`config.mk`:
```
export PLATFORM = sky130hd
export DESIGN_NAME = udma_i2c_slave
export DESIGN_NICKNAME = d
export VERILOG_FILES = /design/src/rtl/udma_i2c_slave.sv
export SDC_FILE = /design/constraint.sdc
export NUM_CORES = 1
export LEC_CHECK = 0
export CAP_MARGIN = 20
export CORE_ASPECT_RATIO = 0.8
export CORE_MARGIN = 8
export CORE_UTILIZATION = 51
export CTS_CLUSTER_SIZE = 8
export DETAILED_ROUTE_END_ITERATION = 6
export PLACE_DENSITY = 0.84
export SYNTH_ARGS = -nofsm -noshare
export SYNTH_HDL_FRONTEND = slang
export SYNTH_SLANG_ARGS = --single-unit
```
`constraint.sdc`:
```
create_clock -name clk_i -period 6.96 [get_ports clk_i]
set_input_delay 2.088 -clock clk_i [delete_from_list [all_inputs] [get_ports clk_i]]
set_output_delay 2.088 -clock clk_i [all_outputs]
set_load 0.02 [all_outputs]
```
`src/rtl/udma_i2c_slave.sv`:
```
// I2C target engine: filtered SCL/SDA, START/STOP detection, 7-bit address match,
// valid/ready RX and TX byte streams, SCL stretching while a stream is not ready.
module udma_i2c_slave #(
  parameter int FILTER_LEN = 2
) (
  input  logic       clk_i,
  input  logic       rst_i,
  input  logic       cfg_en_i,
  input  logic [6:0] cfg_addr_i,
  input  logic       scl_i,
  output logic       scl_o,
  output logic       scl_oe,
  input  logic       sda_i,
  output logic       sda_o,
  output logic       sda_oe,
  output logic [7:0] rx_data_o,
  output logic       rx_valid_o,
  input  logic       rx_ready_i,
  output logic       rx_first_o,
  input  logic [7:0] tx_data_i,
  input  logic       tx_valid_i,
  output logic       tx_ready_o,
  output logic       evt_start_o,
  output logic       evt_stop_o,
  output logic       evt_match_o,
  output logic       nack_o,
  output logic       busy_o
);

  typedef enum logic [3:0] {
    IDLE, ADDR, ADDR_ACK, WR_DATA, WR_ACK, RD_LOAD, RD_DATA, RD_ACK, IGNORE
  } state_t;

  localparam logic [2:0] FILT_MAX = 3'(FILTER_LEN - 1);

  state_t     state;
  logic       scl_p0, scl_p1, sda_p0, sda_p1;
  logic [2:0] scl_cnt, sda_cnt;
  logic       scl_f, sda_f, scl_q, sda_q;
  logic [3:0] bit_cnt;
  logic [7:0] shreg, tx_sh;
  logic       rw, first;
  logic       scl_rise, scl_fall, start_det, stop_det, tx_take;

  // Level moves only after FILT_MAX+1 consecutive samples disagree with it.
  function automatic logic [3:0] filt_next(input logic smp, input logic flt,
                                           input logic [2:0] cnt);
    if (smp == flt) return {flt, 3'd0};
    if (cnt == FILT_MAX) return {smp, 3'd0};
    return {flt, cnt + 3'd1};
  endfunction

  // Stage p0/p1: two-flop synchronizers, then glitch filter and edge history
  always_ff @(posedge clk_i) begin
    if (rst_i) begin
      scl_p0 <= 1'b1; scl_p1 <= 1'b1; sda_p0 <= 1'b1; sda_p1 <= 1'b1;
      scl_f  <= 1'b1; sda_f  <= 1'b1; scl_q  <= 1'b1; sda_q  <= 1'b1;
      scl_cnt <= 3'd0; sda_cnt <= 3'd0;
    end else begin
      scl_p0 <= scl_i;
      scl_p1 <= scl_p0;
      sda_p0 <= sda_i;
      sda_p1 <= sda_p0;
      {scl_f, scl_cnt} <= filt_next(scl_p1, scl_f, scl_cnt);
      {sda_f, sda_cnt} <= filt_next(sda_p1, sda_f, sda_cnt);
      scl_q <= scl_f;
      sda_q <= sda_f;
    end
  end

  assign scl_rise  = scl_f & ~scl_q;
  assign scl_fall  = ~scl_f & scl_q;
  assign start_det = scl_f & scl_q & sda_q & ~sda_f;
  assign stop_det  = scl_f & scl_q & ~sda_q & sda_f;
  assign tx_take   = ~rst_i & cfg_en_i & ~start_det & ~stop_det &
                     (state == RD_LOAD) & tx_valid_i;
  assign tx_ready_o = tx_take;
  assign scl_o = 1'b0;
  assign sda_o = 1'b0;

  always_ff @(posedge clk_i) begin
    if (rst_i) begin
      state <= IDLE;
      scl_oe <= 1'b0; sda_oe <= 1'b0;
      rx_valid_o <= 1'b0; rx_first_o <= 1'b0;
      evt_start_o <= 1'b0; evt_stop_o <= 1'b0; evt_match_o <= 1'b0;
      nack_o <= 1'b0; busy_o <= 1'b0;
      bit_cnt <= 4'd0; rw <= 1'b0; first <= 1'b0;
    end else begin
      evt_start_o <= 1'b0;
      evt_stop_o  <= 1'b0;
      evt_match_o <= 1'b0;
      nack_o      <= 1'b0;
      if (rx_valid_o && rx_ready_i) begin
        rx_valid_o <= 1'b0;
        rx_first_o <= 1'b0;
      end
      if (!cfg_en_i) begin
        state <= IDLE;
        scl_oe <= 1'b0; sda_oe <= 1'b0;
        rx_valid_o <= 1'b0; rx_first_o <= 1'b0; busy_o <= 1'b0;
      end else if (start_det) begin
        state <= ADDR; bit_cnt <= 4'd0;
        evt_start_o <= 1'b1; busy_o <= 1'b1;
        scl_oe <= 1'b0; sda_oe <= 1'b0;
      end else if (stop_det) begin
        state <= IDLE; evt_stop_o <= 1'b1; busy_o <= 1'b0;
        scl_oe <= 1'b0; sda_oe <= 1'b0;
      end else begin
        case (state)
          ADDR: begin
            if (scl_rise) begin
              shreg <= {shreg[6:0], sda_f};
              bit_cnt <= bit_cnt + 4'd1;
            end else if (scl_fall && bit_cnt == 4'd8) begin
              bit_cnt <= 4'd0;
              if (shreg[7:1] == cfg_addr_i) begin
                state <= ADDR_ACK; rw <= shreg[0];
                sda_oe <= 1'b1; evt_match_o <= 1'b1;
              end else begin
                state <= IGNORE;
              end
            end
          end
          ADDR_ACK: if (scl_fall) begin
            sda_oe <= 1'b0;
            first <= 1'b1;
            state <= rw ? RD_LOAD : WR_DATA;
          end
          WR_DATA: if (scl_rise) begin
            shreg <= {shreg[6:0], sda_f};
            bit_cnt <= bit_cnt + 4'd1;
            if (bit_cnt == 4'd7) begin
              rx_data_o <= {shreg[6:0], sda_f};
              rx_valid_o <= 1'b1; rx_first_o <= first;
              first <= 1'b0; state <= WR_ACK;
            end
          end
          // bit_cnt 8: waiting to ACK (stretching if the byte is unconsumed); 9: ACK on bus
          WR_ACK: begin
            if (bit_cnt == 4'd8) begin
              if (scl_fall || scl_oe) begin
                if (rx_valid_o && !rx_ready_i) scl_oe <= 1'b1;
                else begin
                  sda_oe <= 1'b1; bit_cnt <= 4'd9;
                end
              end
            end else begin
              scl_oe <= 1'b0;
              if (scl_fall) begin
                sda_oe <= 1'b0; bit_cnt <= 4'd0; state <= WR_DATA;
              end
            end
          end
          RD_LOAD: begin
            if (tx_take) begin
              tx_sh <= {tx_data_i[6:0], 1'b0};
              sda_oe <= ~tx_data_i[7];
              bit_cnt <= 4'd0; state <= RD_DATA;
            end else begin
              scl_oe <= 1'b1;
            end
          end
          // SCL is released one cycle after the MSB is placed, giving data setup
          RD_DATA: begin
            scl_oe <= 1'b0;
            if (scl_rise) bit_cnt <= bit_cnt + 4'd1;
            else if (scl_fall) begin
              if (bit_cnt == 4'd8) begin
                sda_oe <= 1'b0; state <= RD_ACK;
              end else begin
                sda_oe <= ~tx_sh[7];
                tx_sh <= {tx_sh[6:0], 1'b0};
              end
            end
          end
          RD_ACK: begin
            if (scl_rise && sda_f) begin
              nack_o <= 1'b1; state <= IGNORE;
            end else if (scl_fall) begin
              state <= RD_LOAD;
            end
          end
          default: ;
        endcase
      end
    end
  end

endmodule

```
==> results.py <==
metrics = {
    "placement": {
        "pre_cts_ws_ns": 0.745,
        "dpl.hpwl_um": 4800,
        "portBuffers": 39,
        "globalplace.congestion": 0.927,
    },
    "clock_tree": {
        "cts_resized": 0,
        "cts-root-buf": "clkbuf_8",
        "cts_buffers": 5,
        "cts.sinks": 56,
        "cts_tree": "done",
        "clk_pin_slew_worst_paths_ns": 0.10,
        "clock_latency_ns": 0.32,
        "cts_hold_buf": 0,
        "cts_max_path_buffers": 2,
        "cts-htree-levels": 2,
        "cts_post_setup_buffers_inserted": 0,
    },
    "routing": {
        "drtIter0Drc": 313,
        "num_vias": 2413,
        "routed_wl_um": 6630,
        "ant_nets": 0,
        "route.detailed.drc": 0,
        "via_per_inst": 5.89,
        "dr.pass1.iters": 7,
        "wl_per_cell_um": 16.2,
    },
    "flow_run": {
        "drv_cap": 0,
    },
    "pwr": {
        "seqPwrFrac_pct": 60.4,
        "p_sw_share_pct": 23.8,
        "powerDensity_nw_per_um2": 169,
        "pwr-share-clk_pct": 33.2,
        "switching_power_mw": 0.136,
        "intPower_mw": 0.435,
        "vdd_drop_max_v": 0.000103,
        "p_comb_share_pct": 6.3,
        "leakage_nw": 1.12,
    },
    "yosys": {
        "syn_avg_cell_area_um2": 9.58,
        "ys_warn_count": 0,
        "synthFlopType": "dfxtp_1",
        "ys_ff_latch": 56,
        "synth_top_area_cell": "edfxtp_1",
        "synth_top_area_share_pct": 24.1,
        "seq_area_frac_synth_pct": 47.2,
        "async_flop_share_pct": 0,
        "synth_edf_count": 23,
        "yosys-top-cells-area": "edfxtp_1 (24%), dfxtp_1 (23%), nor2_1 (4.1%)",
        "synth_cell_types": 64,
        "syn_area_um2": 2870,
        "syn_inst": 299,
    },
    "final_layout": {
        "drive_above_1_share_pct": 9.34,
        "final_core_utilization_pct": 62.2,
        "syn_to_final_growth_pct": 17.9,
        "multiInputGateArea_um2": 1400,
        "finalNetCount": 355,
        "regArea_um2": 1350,
        "diodes": 0,
        "fillers": 463,
    },
    "hold_path": {
        "hold_class": "reg -> reg",
        "hp-start": "scl_p0$_SDFF_PP1_",
    },
    "sta": {
        "fin_skew_ns": 0.0123,
        "slew_headroom_pct": 30.1,
        "tightest_slew_ns": 1.04,
        "setup_viol": 0,
        "max_freq_ghz": 0.161,
        "setup_slack_ns": 0.737,
        "holdWs_ns": 0.418,
        "period_share_pct": 89.4,
        "min_period_ns": 6.22,
        "tns_ns": 0,
        "hold_viol_final": 0,
        "drv_slew": 0,
        "rsz0062_at_grt": "false",
    },
    "floorplan": {
        "dieArea_um2": 8290,
        "core_area_um2": 5440,
        "ios": 42,
        "start_util_pct": 52.7,
        "num_rows": 24,
        "die_height_um": 83.0,
        "die_width_um": 99.8,
    },
    "grt": {
        "first_global_vias": 2168,
        "antenna_found_initial": 0,
        "grt_max_degree": 28,
        "gr-total-overflow": 0,
        "grt_first_pass_wirelength_um": 10900,
        "grt_util_all_layers_pct": 15.9,
    },
    "critical_path": {
        "cpMostUsedCell": "clkdlybuf4s50_1",
        "crit_arrival_ns": 4.14,
        "crit_path_max_fanout": 16,
        "critPathMaxStageDelay_ns": 0.62,
        "startpoint": "rst_i",
        "cp_slowest_cell": "clkdlybuf4s50_1",
        "end_kind": "primary output",
        "crit_required_ns": 4.87,
        "rr_startpoint": "state[1]$_SDFFE_PP0P_",
        "cp_cell_sequence": "clkdlybuf4s50_1 -> buf_4 -> nand2b_1 -> a21o_1 -> nor2_2 -> clkdlybuf4s50_1",
        "crit_type": "in -> out",
        "crit_path_start_kind": "primary input",
    },
    "outcome": {
        "outcome": "complete, no violations",
    },
}
==> routing by layer <==
layer | wire length [um] | up-vias | part of all wire (%) | track usage, %
met1 | 2920 | 1127 | 44 | 22.4
li1 | - | 1141 | - | -
met2 | 3020 | 131 | 46 | 23.4
met3 | 583 | 14 | 8.8 | 3.92
met4 | 107 | 0 | 1.6 | 4.66
met5 | 0 | - | 0 | 0
==> critical path: cells and delay by family <==
kind / cells / cell delay [ns]
buf+inv: 3 / 1.19
simple gates: 2 / 0.48
compound gates: 1 / 0.36
==> cell usage after synthesis, drive strengths merged (2+ instances only) <==
library cell,instances
a211oi,6
a21o,2
a21oi,16
a221oi,3
a31oi,4
and2,3
and3,2
buf,13
clkbuf,4
dfxtp,33
edfxtp,23
ha,2
inv,9
mux2,9
mux2i,4
nand2,21
nand2b,9
nand3,8
nand3b,6
nand4,4
nor2,32
nor2b,8
nor3,10
nor3b,3
nor4,2
o21a,2
o21ai,10
o31a,2
o31ai,4
or2,8
or3,3
xnor2,3
xor2,10
==> logic make-up (layout without fill, tap and decap cells) <==
kind of cell | Yosys count | after routing | share of synthesized area (%)
other cells | 1 | 2 | 0.131
flops | 56 | 56 | 47.2
buf+inv | 26 | 58 | 4.28
simple gates | 124 | 124 | 23.1
compound gates | 64 | 64 | 15.6
mux | 13 | 13 | 4.93
fa+ha+maj | 2 | 2 | 0.873
xor+xnor | 13 | 13 | 3.97
==> flip-flops by register name, summed over array words and instances, names as in the netlist, 3 cells and up <==
signal / cells
sda_cnt: 3
rx_data_o: 8
state: 4
tx_sh: 7
bit_cnt: 4
shreg: 8
scl_cnt: 3
==> metrics by stage <==
stage / cells / area (um^2) / power [mW]
after floorplan: 300 / 2870 / 0.372
after CTS: 410 / 3380 / 0.574
after global placement: 402 / 3280 / 0.387
final: 410 / 3380 / 0.571
after global routing: 410 / 3380 / 0.591
after detailed placement: 402 / 3280 / 0.388
==> power groups by stage <==
stage	Sequential [mW]	Clock, mW	Combinational, mW
finish	0.345	0.190	0.0362
global route	0.346	0.206	0.0394
CTS	0.345	0.192	0.0360
detailed placement	0.353	0	0.0357
global placement	0.352	0	0.0347
floorplan	0.351	0	0.0216
==> worst paths after layout <==
kind	endpoint	slack, ns	cells past startpoint
min	scl_p1$_SDFF_PP1_	0.42	1
max	tx_ready_o	0.74	6
min reg2reg	scl_p1$_SDFF_PP1_	0.42	1
max reg2reg	tx_sh[1]$_SDFFCE_PP0P_	4.19	4
==> placed cells by master, fill, tap and decap left out, types with 2 or more instances in the layout <==
cell and instances:
clkdlybuf4s50_1 39, nor3_2 2, or2_2 7, edfxtp_1 23, inv_1 9, a21oi_1 16, o21ai_0 7, a221oi_1 2
o31ai_1 4, mux2i_1 4, nand3_1 8, nor2_1 31, and3_1 2, nor3b_1 3, a211oi_1 5, dfxtp_1 33
nor3_1 8, mux2_1 2, o31a_1 2, conb_1 2, and2_1 3, nand3b_1 6, nor4_1 2, ha_1 2
nand2_1 21, xnor2_1 3, nor2b_1 8, nand2b_1 9, buf_4 2, a31oi_1 4, o21a_1 2, a21o_1 2
nand4_1 4, mux2_2 7, xor2_1 10, clkbuf_8 5, or3_1 3, o21ai_1 3
==> layout make-up <==
class	instances	area share, %
clock buffer	5	2.04
multi-input combinational	218	41.3
tap	78	2.89
inverter	9	1.00
sequential	56	40.0
timing repair buffer	41	12.0
clock inverter	3	0.815
(Power assumes the default switching activity.)
